<file path="src/rtl/cpu_run_controller.sv">
// cpu_run_controller
// Sequences a single-cycle core through a self-checking run: holds its reset
// for a fixed number of cycles, releases it, gates its clock enable (free-run
// or single-step), and stops it when the pass/fail signature store appears or
// when the watchdog expires.
module cpu_run_controller #(
    parameter int          RESET_CYCLES = 2,
    parameter int          MAX_CYCLES   = 30,
    parameter int          CNT_W        = 16,
    parameter logic [31:0] PASS_ADDR    = 32'd100,
    parameter logic [31:0] PASS_DATA    = 32'd7,
    parameter logic [31:0] IGNORE_ADDR  = 32'd96
) (
    input  logic             clk,
    input  logic             reset,
    input  logic             start,
    input  logic             step_mode,
    input  logic             step,
    input  logic             MemWrite,
    input  logic [31:0]      DataAdr,
    input  logic [31:0]      WriteData,
    output logic             cpu_reset,
    output logic             cpu_en,
    output logic             busy,
    output logic             done,
    output logic             pass,
    output logic             timeout,
    output logic [CNT_W-1:0] cycle_count,
    output logic [31:0]      fail_adr
);

    typedef enum logic [1:0] {
        ST_IDLE = 2'd0,
        ST_HOLD = 2'd1,
        ST_RUN  = 2'd2,
        ST_DONE = 2'd3
    } state_t;

    // Store classification results.
    localparam logic [1:0] STORE_NONE   = 2'd0;
    localparam logic [1:0] STORE_PASS   = 2'd1;
    localparam logic [1:0] STORE_IGNORE = 2'd2;
    localparam logic [1:0] STORE_FAIL   = 2'd3;

    localparam int               HOLD_W     = (RESET_CYCLES > 1) ? $clog2(RESET_CYCLES) : 1;
    localparam logic [HOLD_W-1:0] HOLD_LOAD = HOLD_W'(RESET_CYCLES - 1);
    localparam logic [HOLD_W-1:0] HOLD_ZERO = {HOLD_W{1'b0}};
    localparam logic [CNT_W-1:0]  CNT_MAX   = {CNT_W{1'b1}};
    localparam logic [CNT_W-1:0]  CNT_ZERO  = {CNT_W{1'b0}};
    localparam logic [CNT_W-1:0]  CNT_ONE   = CNT_W'(1);
    localparam logic [CNT_W-1:0]  WDOG_LIM  = CNT_W'(MAX_CYCLES);

    // Classifies a store; the pass signature is checked before the scratch
    // address so a correct pass store can never be swallowed as scratch.
    function automatic logic [1:0] classify_store(
        input logic        wr,
        input logic [31:0] adr,
        input logic [31:0] data
    );
        logic [1:0] cls;
        if (!wr) begin
            cls = STORE_NONE;
        end else if ((adr == PASS_ADDR) && (data == PASS_DATA)) begin
            cls = STORE_PASS;
        end else if (adr == IGNORE_ADDR) begin
            cls = STORE_IGNORE;
        end else begin
            cls = STORE_FAIL;
        end
        return cls;
    endfunction

    // Saturating increment so the count never wraps back to a small value.
    function automatic logic [CNT_W-1:0] sat_inc(input logic [CNT_W-1:0] v);
        logic [CNT_W-1:0] r;
        if (v == CNT_MAX) begin
            r = v;
        end else begin
            r = v + CNT_ONE;
        end
        return r;
    endfunction

    state_t            state_q, state_d;
    logic [HOLD_W-1:0] hold_q, hold_d;
    logic              done_q, done_d;
    logic              pass_q, pass_d;
    logic              timeout_q, timeout_d;
    logic [CNT_W-1:0]  count_q, count_d;
    logic [31:0]       fail_adr_q, fail_adr_d;

    logic              run_en_s;
    logic [1:0]        store_cls_s;
    logic [CNT_W-1:0]  count_inc_s;
    logic              cpu_reset_s;
    logic              cpu_en_s;
    logic              busy_s;

    // A RUN cycle counts only when the core is actually clocked.
    assign run_en_s    = (state_q == ST_RUN) && (!step_mode || step);
    assign store_cls_s = classify_store(MemWrite, DataAdr, WriteData);
    assign count_inc_s = sat_inc(count_q);

    // State and status registers with synchronous active-low reset.
    always_ff @(posedge clk) begin
        if (!reset) begin
            state_q    <= ST_IDLE;
            hold_q     <= HOLD_ZERO;
            done_q     <= 1'b0;
            pass_q     <= 1'b0;
            timeout_q  <= 1'b0;
            count_q    <= CNT_ZERO;
            fail_adr_q <= 32'd0;
        end else begin
            state_q    <= state_d;
            hold_q     <= hold_d;
            done_q     <= done_d;
            pass_q     <= pass_d;
            timeout_q  <= timeout_d;
            count_q    <= count_d;
            fail_adr_q <= fail_adr_d;
        end
    end

    // Next-state and status update: sequencing, store decision and watchdog.
    always_comb begin
        state_d    = state_q;
        hold_d     = hold_q;
        done_d     = done_q;
        pass_d     = pass_q;
        timeout_d  = timeout_q;
        count_d    = count_q;
        fail_adr_d = fail_adr_q;
        case (state_q)
            ST_IDLE, ST_DONE: begin
                if (start) begin
                    state_d    = ST_HOLD;
                    hold_d     = HOLD_LOAD;
                    done_d     = 1'b0;
                    pass_d     = 1'b0;
                    timeout_d  = 1'b0;
                    count_d    = CNT_ZERO;
                    fail_adr_d = 32'd0;
                end else begin
                    state_d = state_q;
                end
            end
            ST_HOLD: begin
                if (hold_q == HOLD_ZERO) begin
                    state_d = ST_RUN;
                end else begin
                    hold_d = hold_q - HOLD_W'(1);
                end
            end
            ST_RUN: begin
                if (run_en_s) begin
                    count_d = count_inc_s;
                    case (store_cls_s)
                        STORE_PASS: begin
                            state_d = ST_DONE;
                            done_d  = 1'b1;
                            pass_d  = 1'b1;
                        end
                        STORE_FAIL: begin
                            state_d    = ST_DONE;
                            done_d     = 1'b1;
                            pass_d     = 1'b0;
                            fail_adr_d = DataAdr;
                        end
                        default: begin
                            // No store or scratch store: only the watchdog can end the run.
                            if (count_inc_s == WDOG_LIM) begin
                                state_d   = ST_DONE;
                                done_d    = 1'b1;
                                pass_d    = 1'b0;
                                timeout_d = 1'b1;
                            end else begin
                                state_d = ST_RUN;
                            end
                        end
                    endcase
                end else begin
                    // Core frozen by single-step gating: stores are not real this cycle.
                    state_d = ST_RUN;
                end
            end
            default: begin
                state_d = ST_IDLE;
            end
        endcase
    end

    // Core control decode from the registered state; cpu_en follows step inputs directly.
    always_comb begin
        cpu_reset_s = 1'b0;
        cpu_en_s    = 1'b0;
        busy_s      = 1'b0;
        case (state_q)
            ST_IDLE: begin
                cpu_reset_s = 1'b1;
            end
            ST_HOLD: begin
                cpu_reset_s = 1'b1;
                cpu_en_s    = 1'b1;
                busy_s      = 1'b1;
            end
            ST_RUN: begin
                cpu_en_s = !step_mode || step;
                busy_s   = 1'b1;
            end
            ST_DONE: begin
                cpu_reset_s = 1'b0;
            end
            default: begin
                cpu_reset_s = 1'b1;
            end
        endcase
    end

    assign cpu_reset   = cpu_reset_s;
    assign cpu_en      = cpu_en_s;
    assign busy        = busy_s;
    assign done        = done_q;
    assign pass        = pass_q;
    assign timeout     = timeout_q;
    assign cycle_count = count_q;
    assign fail_adr    = fail_adr_q;

endmodule

</file>
<file path="config.mk">
export PLATFORM = sky130hd
export DESIGN_NAME = cpu_run_controller
export DESIGN_NICKNAME = d
export VERILOG_FILES = /design/src/rtl/cpu_run_controller.sv
export SDC_FILE = /design/constraint.sdc
export NUM_CORES = 1
export LEC_CHECK = 0
export ABC_AREA = 1
export CAP_MARGIN = 20
export CORE_MARGIN = 5
export CORE_UTILIZATION = 44
export DETAILED_ROUTE_END_ITERATION = 7
export PLACE_DENSITY_LB_ADDON = 0.25
export SKIP_CTS_REPAIR_TIMING = 1
export SYNTH_ARGS = -nofsm -noshare
export SYNTH_HDL_FRONTEND = slang
export SYNTH_SLANG_ARGS = --single-unit
export TNS_END_PERCENT = 1
</file>
<file path="constraint.sdc">
create_clock -name clk -period 2.23 [get_ports clk]
set_input_delay 0.446 -clock clk [delete_from_list [all_inputs] [get_ports clk]]
set_output_delay 0.446 -clock clk [all_outputs]
set_load 0.01 [all_outputs]
</file>
# Word level (Yosys, flattened, before mapping)
# Index checks and enable logic that the tools add are counted.
# W data, S select, Z words.
[totals]
register_bits = 54
input_bits = 70
[op_classes]
addsub = 2
eq_ne = 18
muxes = 35
reduce_logical = 18
[op_table]
columns = ["op", "n"]
rows = [
  ["$mux W32", 3],
  ["$eq A32 B7 Y1 const B", 2],
  ["$pmux W32 S2", 1],
  ["$mux W16", 3],
  ["$eq A32 B3 Y1 const B", 1],
  ["$pmux W16 S2", 1],
  ["$add A16 B1 Y16 const B", 1],
  ["$eq A16 B16 Y1 const B", 1],
  ["$eq A16 B5 Y1 const B", 1],
  ["$mux W1", 15],
  ["$pmux W1 S2", 6],
  ["$reduce_and A4 Y1", 3],
  ["$mux W2", 5],
  ["$ne A2 B2 Y1 const B", 4],
  ["$reduce_or A2 Y1", 4],
  ["$eq A2 B2 Y1 const B", 3],
  ["$pmux W2 S3", 1],
  ["$reduce_and A5 Y1", 1],
  ["$eq A2 B1 Y1 const B", 2],
  ["$ne A2 B1 Y1 const B", 2],
  ["$ne A4 B1 Y1 const B", 1],
  ["$reduce_and A2 Y1", 2],
  ["$reduce_bool A2 Y1", 2],
  ["$ne A3 B2 Y1 const B", 1],
  ["other kinds (6)", 7],
]

# Longest topological paths before layout
[depth]
depth_word = 9
depth_mapped = 14
depth_no_buf = 14

# Least setup slack after synthesis
# OpenSTA, ideal clock, no wires.
[synth_path]
path_kind = "reg2reg"
from = "register state_q[0]"
to = "register count_q[10], in the netlist cycle_count[10]"
arrival_ps = 1804
setup_slack_ps = 356
stages_incl_launch_ff = 11
path_buffers = 1
cell_sequence = "dfxtp_1 > inv_1 > ha_1 > nor2_1 > inv_1 > nand2_1 > nor2_1 > inv_1 > clkbuf_1 > nand2_1 > a21oi_1"
[synth_between]
elab_chain_len = 4
[synth_lines]
columns = ["item", "line", "rtl"]
rows = [
  ["from (decl)", "84", "state_t state_q, state_d;"],
  ["from (signal assigned)", "115", "state_q <= state_d;"],
  ["$eq A2 B2 Y1, or another cell as far along", "134", "case (state_q)"],
  ["$reduce_or A2 Y1 / $logic_and A1 B1 Y1 (equally long branches)", "134, 100", ""],
  ["$ne A2 B2 Y1 (no source line) / $reduce_bool A2 Y1 (equally long branches)", "-", ""],
  ["$reduce_and A3 Y1 (no source line)", "-", ""],
  ["to (signal assigned)", "120", "count_q <= count_d;"],
  ["to (decl)", "89", "logic [CNT_W-1:0] count_q, count_d;"],
]
# Parallel ways exist; a longest one is shown, timed or not.
# A chain may end at the register's enable or synchronous reset.

# Worst setup path in the final report
[layout_path]
from = "input port DataAdr[25]"
to = "register fail_adr_q[18], in the netlist fail_adr[18]"
[layout_between]
elab_chain_len = 7
[layout_lines]
columns = ["item", "line", "rtl"]
rows = [
  ["from (decl)", "20", "input logic [31:0] DataAdr,"],
  ["$eq A32 B7 Y1 (on tied branches)", "65, 63", ""],
  ["$mux W1 / $logic_and A1 B1 Y1 (equally long branches)", "65, 63", ""],
  ["$mux W2 *", "63", "end else if ((adr == PASS_ADDR) && (data == PASS_DATA)) begin"],
  ["$mux W2 *", "61", "if (!wr) begin"],
  ["$eq A2 B2 Y1 *", "158", "case (store_cls_s)"],
  ["$ne A2 B1 Y1 (no source line) *", "-", ""],
  ["$reduce_and A4 Y1 (no source line) *", "-", ""],
  ["to (signal assigned)", "121", "fail_adr_q <= fail_adr_d;"],
  ["to (decl)", "90", "logic [31:0] fail_adr_q, fail_adr_d;"],
]
# Every way passes the cells marked *; elsewhere a longest branch is shown, timed or not.

==> impl_metrics.sql <==
INSERT INTO impl_metrics (metric_group, metric, value, unit) VALUES
('critical_path', 'setup.worst_path.class', 'in2reg', ''),
('global_route', 'gr-usage-all-layers', '20.33', '%'),
('yosys', 'postSynthAreaPerCell', '6.795', 'um2'),
('flow_run', 'max_cap_viol_count', '0', ''),
('clocking', 'clock_tree.htree_level_count', '2', ''),
('critical_path', 'critical_path.reg2reg.startpoint', 'state_q[0]', ''),
('power_and_ir_drop', 'pwr_density_cell', '729.1', 'nW/um2'),
('power_and_ir_drop', 'switching_power_total', '1.302', 'mW'),
('sta', 'relSlewSlack', '59.10', '%'),
('worst_hold_path', 'worst_hold_path_type', 'reg2reg', ''),
('power_and_ir_drop', 'power_frac_clock', '19.7', '%'),
('floorplanning', 'die-area', '8682', 'um2'),
('floorplanning', 'die_height', '93.18', 'um'),
('critical_path', 'timing.critical_path.from', 'DataAdr[25]', ''),
('yosys', 'synth-seq-cells', '54', ''),
('floorplanning', 'design.portCount', '124', ''),
('critical_path', 'critPathLaunchType', 'input port', ''),
('routing', 'routed_via_density', '5.305', ''),
('yosys', 'yosys.area.top_type_share', '35.51', '%'),
('clocking', 'source_to_sink_clock_delay_at_the_later_pin_of_the_worst_skew_pair', '0.31', 'ns'),
('sta', 'setup-violations-final', '0', ''),
('power_and_ir_drop', 'worst_ir_drop_vdd', '528.9', 'uV'),
('clocking', 'tritoncts', 'built', ''),
('yosys', 'synth_cell_types', '36', ''),
('yosys', 'synth_area', '3044', 'um2'),
('sta', 'final.period_utilization', '94.87', '%'),
('critical_path', 'crit_arrival', '2.36', 'ns'),
('yosys', 'mappedNetlistNets', '523', ''),
('floorplanning', 'initial_utilization', '45.06', '%'),
('placed_design', 'placement.cell_area', '4438', 'um2'),
('critical_path', 'crit_slowest_cell', 'sky130_fd_sc_hd__clkdlybuf4s50_1', ''),
('status', 'run_status', 'finished, final reports clean', ''),
('power_and_ir_drop', 'internal-power', '2.034', 'mW'),
('sta', 'period_minus_slack', '2.116', 'ns'),
('floorplanning', 'floorplan.core_area', '6756', 'um2'),
('power_and_ir_drop', 'static-leakage-power', '1.787', 'nW'),
('routing', 'route.vias.total', '3501', ''),
('yosys', 'yosysWarnings', '0', ''),
('routing', 'drt_iter0_drc', '176', ''),
('clocking', 'clockBufferDepth', '2', ''),
('final_layout', 'area.growth.synth_to_final', '50.27', '%'),
('critical_path', 'crit_fanout', '27', ''),
('routing', 'avgRoutedWirePerCell', '13.88', 'um'),
('critical_path', 'setup.worst_path.end_class', 'flip-flop', ''),
('sta', 'final_slew_viol_count', '0', ''),
('critical_path', 'path_cells', 'clkdlybuf4s50_1, nor2_1, nand4_1, nand3b_1, nor2_1, nor2_2, nand2_1, nor2_4, nand2_1, a21oi_1', ''),
('placed_design', 'detailed_place_hpwl', '7.132', 'mm'),
('sta', 'final-hold-violation-count', '0', ''),
('yosys', 'netlist.top_cell.by_area', 'sky130_fd_sc_hd__dfxtp_1', ''),
('final_layout', 'finalInstanceArea', '4574', 'um2'),
('clocking', 'cts.sinks', '54', ''),
('critical_path', 'crit_path_max_incr_delay', '0.49', 'ns'),
('placed_design', 'routabilityCongestion', '0.8155', ''),
('global_route', 'grt_antenna_before_repair', '0', ''),
('routing', 'drc', '0', ''),
('final_layout', 'instances_no_fill', '660', ''),
('routing', 'drtAntennaViolNets', '0', ''),
('power_and_ir_drop', 'power.share.sequential', '32.9', '%'),
('placed_design', 'buffer_ports.inserted', '123', ''),
('power_and_ir_drop', 'swShare', '39.02', '%'),
('critical_path', 'reg2reg_setup_slack', '0.17', 'ns'),
('sta', 'fmax', '472.7', 'MHz'),
('global_route', 'first_global_vias', '3216', ''),
('critical_path', 'critical_path_required', '2.47', 'ns'),
('yosys', 'gate_count_post_synth', '448', ''),
('final_layout', 'insertedDiodeCount', '0', ''),
('power_and_ir_drop', 'comb_pwr_share', '47.4', '%'),
('floorplanning', 'floorplan.rows', '30', ''),
('yosys', 'netlist_top_cells_area', 'sky130_fd_sc_hd__dfxtp_1 36%, sky130_fd_sc_hd__nand2_1 14%, sky130_fd_sc_hd__a21oi_1 9.0%, sky130_fd_sc_hd__nand3_1 8.9%, sky130_fd_sc_hd__nor2_1 5.4%', ''),
('placed_design', 'placedCellCount', '653', ''),
('routing', 'wirelength', '9.159', 'mm');
-- synthesized netlist by cell type --
cell                            number
sky130_fd_sc_hd__clkbuf_4            1
sky130_fd_sc_hd__buf_4               5
sky130_fd_sc_hd__xnor2_1             1
sky130_fd_sc_hd__dlygate4sd3_1       2
sky130_fd_sc_hd__buf_2               3
sky130_fd_sc_hd__nor3b_1             1
sky130_fd_sc_hd__dfxtp_1            54
sky130_fd_sc_hd__buf_6               2
sky130_fd_sc_hd__nand3_2             3
sky130_fd_sc_hd__clkbuf_1            4
sky130_fd_sc_hd__o21ai_2             1
sky130_fd_sc_hd__nand4_4             1
sky130_fd_sc_hd__nand2_1           113
sky130_fd_sc_hd__o21ai_1             2
sky130_fd_sc_hd__nand3b_1            4
sky130_fd_sc_hd__nand3_1            54
sky130_fd_sc_hd__nor2_2              6
sky130_fd_sc_hd__inv_1              36
sky130_fd_sc_hd__nor2_1             44
sky130_fd_sc_hd__a211oi_1            1
sky130_fd_sc_hd__inv_4               1
sky130_fd_sc_hd__o21ai_0             7
sky130_fd_sc_hd__nand4_1            10
sky130_fd_sc_hd__inv_2               3
sky130_fd_sc_hd__or2_1               1
sky130_fd_sc_hd__nor4_1              6
sky130_fd_sc_hd__xor2_1              3
sky130_fd_sc_hd__a21oi_2             3
sky130_fd_sc_hd__nand2_2             8
sky130_fd_sc_hd__a21oi_1            55
sky130_fd_sc_hd__ha_1                5
sky130_fd_sc_hd__nor2_4              2
sky130_fd_sc_hd__nor3_1              2
sky130_fd_sc_hd__or2_2               1
sky130_fd_sc_hd__nor2_8              2
sky130_fd_sc_hd__nand2_4             1
-- power groups by stage --
stage               clock [mW]  combinational, mW  sequential [mW]
floorplan                    0              0.894             1.14
global placement             0               1.53             1.11
detailed placement           0               1.55             1.12
CTS                      0.669               1.56             1.10
global route             0.700               1.75             1.11
finish                   0.658               1.58             1.10
-- layout make-up --
cell class / instances / area [um2]
Fill cell: 602 / 2182
Multi-Input combinational cell: 337 / 1717
Timing Repair Buffer: 142 / 1416
Sequential cell: 54 / 1081
Inverter: 40 / 152.6
Tap cell: 80 / 100.1
Clock buffer: 5 / 68.82
Clock inverter: 2 / 38.79
-- per-layer routing --
layer | track usage [%] | up-vias | part of all wire [%]
li1 | - | 1734 | -
met1 | 22.24 | 1588 | 39
met2 | 36.53 | 151 | 50
met3 | 5.229 | 28 | 8.2
met4 | 9.402 | 0 | 3.7
met5 | 0 | - | 0
-- critical path, delay by kind of cell --
family / cells / cell delay (ns)
buf+inv: 1 / 0.49
simple gates: 8 / 1.22
compound gates: 1 / 0.18
-- logic make-up after synthesis --
family | after synthesis | share of synthesized area (%)
xor gates and xnor gates | 4 | 1.151
AOI/OAI and AO/OA | 69 | 11.92
DFF | 54 | 35.51
adders and majority gates | 5 | 2.055
buffers and inverters | 57 | 8.878
and+or+nand+nor | 259 | 40.49
-- metrics by stage --
stage | hold slack [ns] | setup TNS, ns | utilization, % | power (mW) | worst slack (ns)
after global placement | 0.4631 | -4.566 | 65.69 | 2.643 | -0.1529
after detailed placement | 0.4699 | -6.924 | 65.69 | 2.667 | -0.2561
after floorplan | 0.4559 | 0 | - | 2.031 | 0.3555
final | 0.4797 | 0 | 67.70 | 3.335 | 0.1144
after global routing | 0.5059 | -0.09041 | 67.70 | 3.556 | -0.02765
after CTS | 0.4821 | -0.1201 | 67.28 | 3.321 | -0.1201
-- layout by cell type, fill, tap and decap left out --
cell type                         count
sky130_fd_sc_hd__ha_2                 1
sky130_fd_sc_hd__nand3b_1             4
sky130_fd_sc_hd__buf_12               3
sky130_fd_sc_hd__nand2_4              1
sky130_fd_sc_hd__or2_2                1
sky130_fd_sc_hd__inv_4                1
sky130_fd_sc_hd__a211oi_1             1
sky130_fd_sc_hd__inv_2                4
sky130_fd_sc_hd__clkdlybuf4s50_1    121
sky130_fd_sc_hd__clkbuf_8             5
sky130_fd_sc_hd__nand4_1             10
sky130_fd_sc_hd__o21ai_1              2
sky130_fd_sc_hd__nand2_1            113
sky130_fd_sc_hd__nor2_4               2
sky130_fd_sc_hd__dfxtp_1             54
sky130_fd_sc_hd__or2_1                1
sky130_fd_sc_hd__nand4_4              1
sky130_fd_sc_hd__nor4_1               5
sky130_fd_sc_hd__nor3b_1              1
sky130_fd_sc_hd__o21ai_2              1
sky130_fd_sc_hd__xor2_1               3
sky130_fd_sc_hd__ha_1                 3
sky130_fd_sc_hd__xnor2_1              1
sky130_fd_sc_hd__nand2_2              8
sky130_fd_sc_hd__dlymetal6s2s_1       2
sky130_fd_sc_hd__nor3_1               2
sky130_fd_sc_hd__inv_1               35
sky130_fd_sc_hd__nor2_1              43
sky130_fd_sc_hd__nand3_2              3
sky130_fd_sc_hd__nor4_2               1
sky130_fd_sc_hd__a21oi_2              3
sky130_fd_sc_hd__nor2_8               2
sky130_fd_sc_hd__bufinv_16            1
sky130_fd_sc_hd__clkinv_4             1
sky130_fd_sc_hd__nand3_1             54
sky130_fd_sc_hd__o21ai_0              7
sky130_fd_sc_hd__nor2_2               7
sky130_fd_sc_hd__a21oi_1             55
sky130_fd_sc_hd__ha_4                 1
sky130_fd_sc_hd__buf_4               16
-- registers in the layout (all words and copies together) (netlist names) --
name,count
cycle_count,16
done,1
fail_adr,32
hold_q,1
pass,1
state_q,2
timeout,1
-- worst paths after layout --
path                                      to  cells after the start
worst max register to register  fail_adr[18]                     11
worst max-delay path            fail_adr[18]                     10
worst min register to register  fail_adr[23]                      2
worst min-delay path            fail_adr[23]                      2
(Power assumes the default switching activity.)
